==> config.mk <==
export PLATFORM = sky130hd
export DESIGN_NAME = vga_timing_gen
export DESIGN_NICKNAME = d
export VERILOG_FILES = /design/src/rtl/vga_timing_gen.sv
export SDC_FILE = /design/constraint.sdc
export NUM_CORES = 1
export LEC_CHECK = 0
export CAP_MARGIN = 20
export CORE_UTILIZATION = 56
export DETAILED_ROUTE_END_ITERATION = 16
export GPL_ROUTABILITY_DRIVEN = 0
export GPL_TIMING_DRIVEN = 0
export PLACE_DENSITY = 0.88
export SETUP_SLACK_MARGIN = 0.1
export SLEW_MARGIN = 10
export SYNTH_ARGS = -nofsm -noshare
export SYNTH_HDL_FRONTEND = slang
export SYNTH_SLANG_ARGS = --single-unit
export TNS_END_PERCENT = 1
==> constraint.sdc <==
create_clock -name vga_clk -period 5.3 [get_ports vga_clk]
set_input_delay 1.06 -clock vga_clk [delete_from_list [all_inputs] [get_ports vga_clk]]
set_output_delay 1.06 -clock vga_clk [all_outputs]
set_load 0.1 [all_outputs]
==> src/rtl/vga_timing_gen.sv <==
// Raster timing source: pixel coordinates, visibility qualifier, sync pulses,
// frame-start strobe and a completed-frame counter. Every output is a register
// loaded from next-state values, so all outputs describe the coordinate that
// is presented in the same cycle.
module vga_timing_gen #(
  parameter int unsigned H_ACTIVE = 640,
  parameter int unsigned H_FRONT  = 16,
  parameter int unsigned H_SYNC   = 96,
  parameter int unsigned H_BACK   = 48,
  parameter int unsigned V_ACTIVE = 480,
  parameter int unsigned V_FRONT  = 10,
  parameter int unsigned V_SYNC   = 2,
  parameter int unsigned V_BACK   = 33,
  parameter bit          SYNC_POL = 1'b0
) (
  input  logic       vga_clk,
  input  logic       reset_n,
  output logic [9:0] DrawX,
  output logic [9:0] DrawY,
  output logic       blank,
  output logic       hs,
  output logic       vs,
  output logic       frame_start,
  output logic [7:0] frame_count
);

  localparam int unsigned CW      = 10;
  localparam int unsigned FW      = 8;
  localparam int unsigned H_TOTAL = H_ACTIVE + H_FRONT + H_SYNC + H_BACK;
  localparam int unsigned V_TOTAL = V_ACTIVE + V_FRONT + V_SYNC + V_BACK;

  // Last counter value of each phase; the phase FSMs advance when it is reached.
  localparam logic [CW-1:0] H_ACT_END  = CW'(H_ACTIVE - 1);
  localparam logic [CW-1:0] H_FRT_END  = CW'(H_ACTIVE + H_FRONT - 1);
  localparam logic [CW-1:0] H_SYN_END  = CW'(H_ACTIVE + H_FRONT + H_SYNC - 1);
  localparam logic [CW-1:0] H_LAST     = CW'(H_TOTAL - 1);
  localparam logic [CW-1:0] V_ACT_END  = CW'(V_ACTIVE - 1);
  localparam logic [CW-1:0] V_FRT_END  = CW'(V_ACTIVE + V_FRONT - 1);
  localparam logic [CW-1:0] V_SYN_END  = CW'(V_ACTIVE + V_FRONT + V_SYNC - 1);
  localparam logic [CW-1:0] V_LAST     = CW'(V_TOTAL - 1);

  typedef enum logic [1:0] {
    PH_ACTIVE = 2'd0,
    PH_FRONT  = 2'd1,
    PH_SYNC   = 2'd2,
    PH_BACK   = 2'd3
  } phase_t;

  logic [CW-1:0] hc;
  logic [CW-1:0] vc;
  logic          run;
  phase_t        h_ph;
  phase_t        v_ph;

  logic [CW-1:0] hc_nxt;
  logic [CW-1:0] vc_nxt;
  logic [FW-1:0] fc_nxt;
  phase_t        h_ph_nxt;
  phase_t        v_ph_nxt;
  logic          h_wrap;
  logic          v_wrap;

  assign DrawX = hc;
  assign DrawY = vc;

  // Next counter values and phase transitions; everything holds until run is set.
  always_comb begin
    hc_nxt   = hc;
    vc_nxt   = vc;
    fc_nxt   = frame_count;
    h_ph_nxt = h_ph;
    v_ph_nxt = v_ph;
    h_wrap   = (hc == H_LAST);
    v_wrap   = (vc == V_LAST);
    if (run) begin
      hc_nxt = h_wrap ? '0 : hc + CW'(1);
      if (h_wrap) begin
        vc_nxt = v_wrap ? '0 : vc + CW'(1);
        if (v_wrap) begin
          fc_nxt = frame_count + FW'(1);
        end
      end
      case (h_ph)
        PH_ACTIVE: if (hc == H_ACT_END) h_ph_nxt = PH_FRONT;
        PH_FRONT:  if (hc == H_FRT_END) h_ph_nxt = PH_SYNC;
        PH_SYNC:   if (hc == H_SYN_END) h_ph_nxt = PH_BACK;
        PH_BACK:   if (h_wrap)          h_ph_nxt = PH_ACTIVE;
      endcase
      if (h_wrap) begin
        case (v_ph)
          PH_ACTIVE: if (vc == V_ACT_END) v_ph_nxt = PH_FRONT;
          PH_FRONT:  if (vc == V_FRT_END) v_ph_nxt = PH_SYNC;
          PH_SYNC:   if (vc == V_SYN_END) v_ph_nxt = PH_BACK;
          PH_BACK:   if (v_wrap)          v_ph_nxt = PH_ACTIVE;
        endcase
      end
    end
  end

  // State and output registers; reset has priority over every wrap and increment.
  always_ff @(posedge vga_clk) begin
    if (!reset_n) begin
      hc          <= '0;
      vc          <= '0;
      run         <= 1'b0;
      h_ph        <= PH_ACTIVE;
      v_ph        <= PH_ACTIVE;
      blank       <= 1'b0;
      hs          <= ~SYNC_POL;
      vs          <= ~SYNC_POL;
      frame_start <= 1'b0;
      frame_count <= '0;
    end else begin
      run         <= 1'b1;
      hc          <= hc_nxt;
      vc          <= vc_nxt;
      h_ph        <= h_ph_nxt;
      v_ph        <= v_ph_nxt;
      frame_count <= fc_nxt;
      blank       <= (h_ph_nxt == PH_ACTIVE) && (v_ph_nxt == PH_ACTIVE);
      hs          <= (h_ph_nxt == PH_SYNC) ? SYNC_POL : ~SYNC_POL;
      vs          <= (v_ph_nxt == PH_SYNC) ? SYNC_POL : ~SYNC_POL;
      frame_start <= (hc_nxt == '0) && (vc_nxt == '0);
    end
  end

endmodule

==> results.md <==
- Post-route ant nets: 0
- CP startpoint kind: flop
- Clock slew at reported path FFs: 0.10 ns
- CP arrival: 2.04 ns
- Min-delay worst type: reg -> reg
- Slew @ Worst Pin: 0.975 ns
- CP Buf/Inv Count: 1
- Headroom to the max-slew limit: 0.348
- Required time of the critical path: 4.24 ns
- Number of port buffers: 33
- Synth Area per Inst: 8.47 um2
- Synth area leaders: dfxtp_1 (37%), nor2_1 (5.8%), xor2_1 (4.8%)
- Top-count cell post-synth: dfxtp_1
- Die Y: 61.6 um
- First-pass GRT wire length: 7170 um
- DRC viols: 0
- Worst path max stage delay: 1.20 ns
- P&R area growth vs syn: 21.6%
- H-Tree Depth: 2
- Starting Density: 0.592
- Chip width: 61.6 um
- Lkg Pwr: 0.000871 uW
- Synth cell types: 54
- Slew Viols, Final: 0
- Crit-path leading delay family: buffers and inverters
- Grt total ovfl: 0
- Worst-path cell chain: clkdlybuf4s50_1
- Initial antenna violation count: 0
- Critical path depth: 1
- CTS root buf: clkbuf_4
- PD cells: 191 nW/um2
- Final Critical Period: 3.10 ns
- Via density: 5.73
- WL/cell: 13.8 um
- Crit. End Element: output port
- RSZ-0062 raised after global routing: false
- Clk_skew: 0.00466 ns
- Synthesized flop and latch total: 37
- Post-synth EDFFs: 0
- Num CTS Buffers: 5
- Row cnt: 21
- CP max stage cell: clkdlybuf4s50_1
- Core Footprint: 3360 um2
- Synth Net Count: 242
- DRT iter0 DRCs: 110
- Hold slack: 0.551 ns
- Vias in the first global route: 1632
- Postcts setup bufs: 0
- Final setup violation count: 0
- I/O pin cnt: 34
- Final WL: 4420 um
- Period utilization: 0.585
- Area leader, netlist: dfxtp_1
- Hold depth: 2
- Die ar.: 3790 um2
- Final TNS setup: 0 ns
- Hold Fails Final Rpt: 0
- CTS Hold Bufs: 0
- Worst r2r path cells: 8
- Number of max-cap violations: 0
- CTS resizes: 0
- Ys async rst share: 0
- CTS tree: done
- Top_reg_cell synth: dfxtp_1
- CP Class: reg -> out
- Worst vdd ir: 194 uV
- Overall global routing resource usage: 0.257
- Share of layout cells above drive strength 1: 0.0876
- Max Clock Freq: 322 MHz
- Hpwl dp: 3200 um
- Synth top area share: 0.372
- Antenna diodes: 0
- Syn. warnings: 0
- Synth Instances: 235
- Post-Syn Area: 1990 um2
- Sequential share of the synthesized area: 0.372
- Clock Latency Late Sink: 0.34 ns
- Vias: 1832
- Status: completed
- CTS sink cnt: 37
- Largest net degree at the start of global routing: 11
- DR pass1 iterations: 4
- Fin nets: 282
- CP Max Fanout: 7
- Synth top cells by count: dfxtp_1 (37), nor2_1 (31), nand2_1 (19)
- Clock Path Buffers: 2
## sequential cells by signal (all words and copies together) (netlist names)
register and count:
hs 1, DrawY 10, v_ph 2, DrawX 10
run 1, frame_count 8, frame_start 1, h_ph 2
vs 1, blank 1
## final timing paths
| path | start | end | slack (ns) |
|---|---|---|---|
| worst max-delay path | DrawY[8] | DrawY[8] | 2.20 |
| worst min-delay path | frame_count[4] | frame_count[4] | 0.55 |
| worst max register to register | DrawX[6] | blank | 2.85 |
| worst min register to register | frame_count[4] | frame_count[4] | 0.55 |
## power breakdown
group,internal (uW),switching (uW)
clock,46.0,88.1
combinational,11.9,32.2
sequential,281,3.04
## cells in the final DEF (no fill, tap or decap), types with 6 or more instances in the layout
cell / n
xor2_1: 11
nor3_1: 7
dfxtp_1: 37
inv_1: 6
o21ai_0: 7
nor2_1: 31
nand2_1: 19
nand4_1: 8
clkbuf_1: 7
clkdlybuf4s50_1: 33
nand3_1: 13
and3_1: 6
a21oi_1: 9
xnor2_1: 7
## cell families after synthesis
family,synth area share
and+or+nand+nor,0.322
AOI/OAI and AO/OA,0.129
DFF,0.372
buffers and inverters,0.0509
xor gates and xnor gates,0.0792
adders and majority gates,0.0314
muxes,0.0151
## through the flow
step | cells | power [uW] | setup slack, ns | instance area (um2) | utilization
after detailed placement | 314 | 335 | 2.58 | 2380 | 0.707
after global routing | 320 | 482 | 2.12 | 2420 | 0.719
after floorplan | 235 | 324 | 2.46 | 1990 | -
final | 320 | 462 | 2.20 | 2420 | 0.719
after global placement | 314 | 334 | 2.58 | 2380 | 0.707
after CTS | 320 | 465 | 2.19 | 2420 | 0.719
## cell type report
cell class | instances | area (um2)
Buffer | 13 | 75.1
Clock inverter | 1 | 5.00
Timing Repair Buffer | 33 | 330
Clock buffer | 5 | 37.5
Sequential cell | 37 | 741
Multi-Input combinational cell | 178 | 1150
Inverter | 7 | 26.3
Fill cell | 286 | 943
Tap cell | 46 | 57.6
## worst register-to-register path: stages (launching register included)
cell and delay (ns):
dfxtp_1 0.33, clkbuf_1 0.19, nand3b_1 0.31, nor4_4 0.54, buf_2 0.32, nand2_1 0.08, o22ai_1 0.26, nand2_1 0.11
nor4_2 0.23
## per-layer routing
layer / track usage / routed length [um] / vias up
met1: 0.315 / 1970 / 863
met5: 0 / 0 / -
met2: 0.416 / 2180 / 52
li1: - / - / 911
met3: 0.0798 / 208 / 6
met4: 0.108 / 62 / 0
Note: power is estimated with default switching activity, not from simulation.
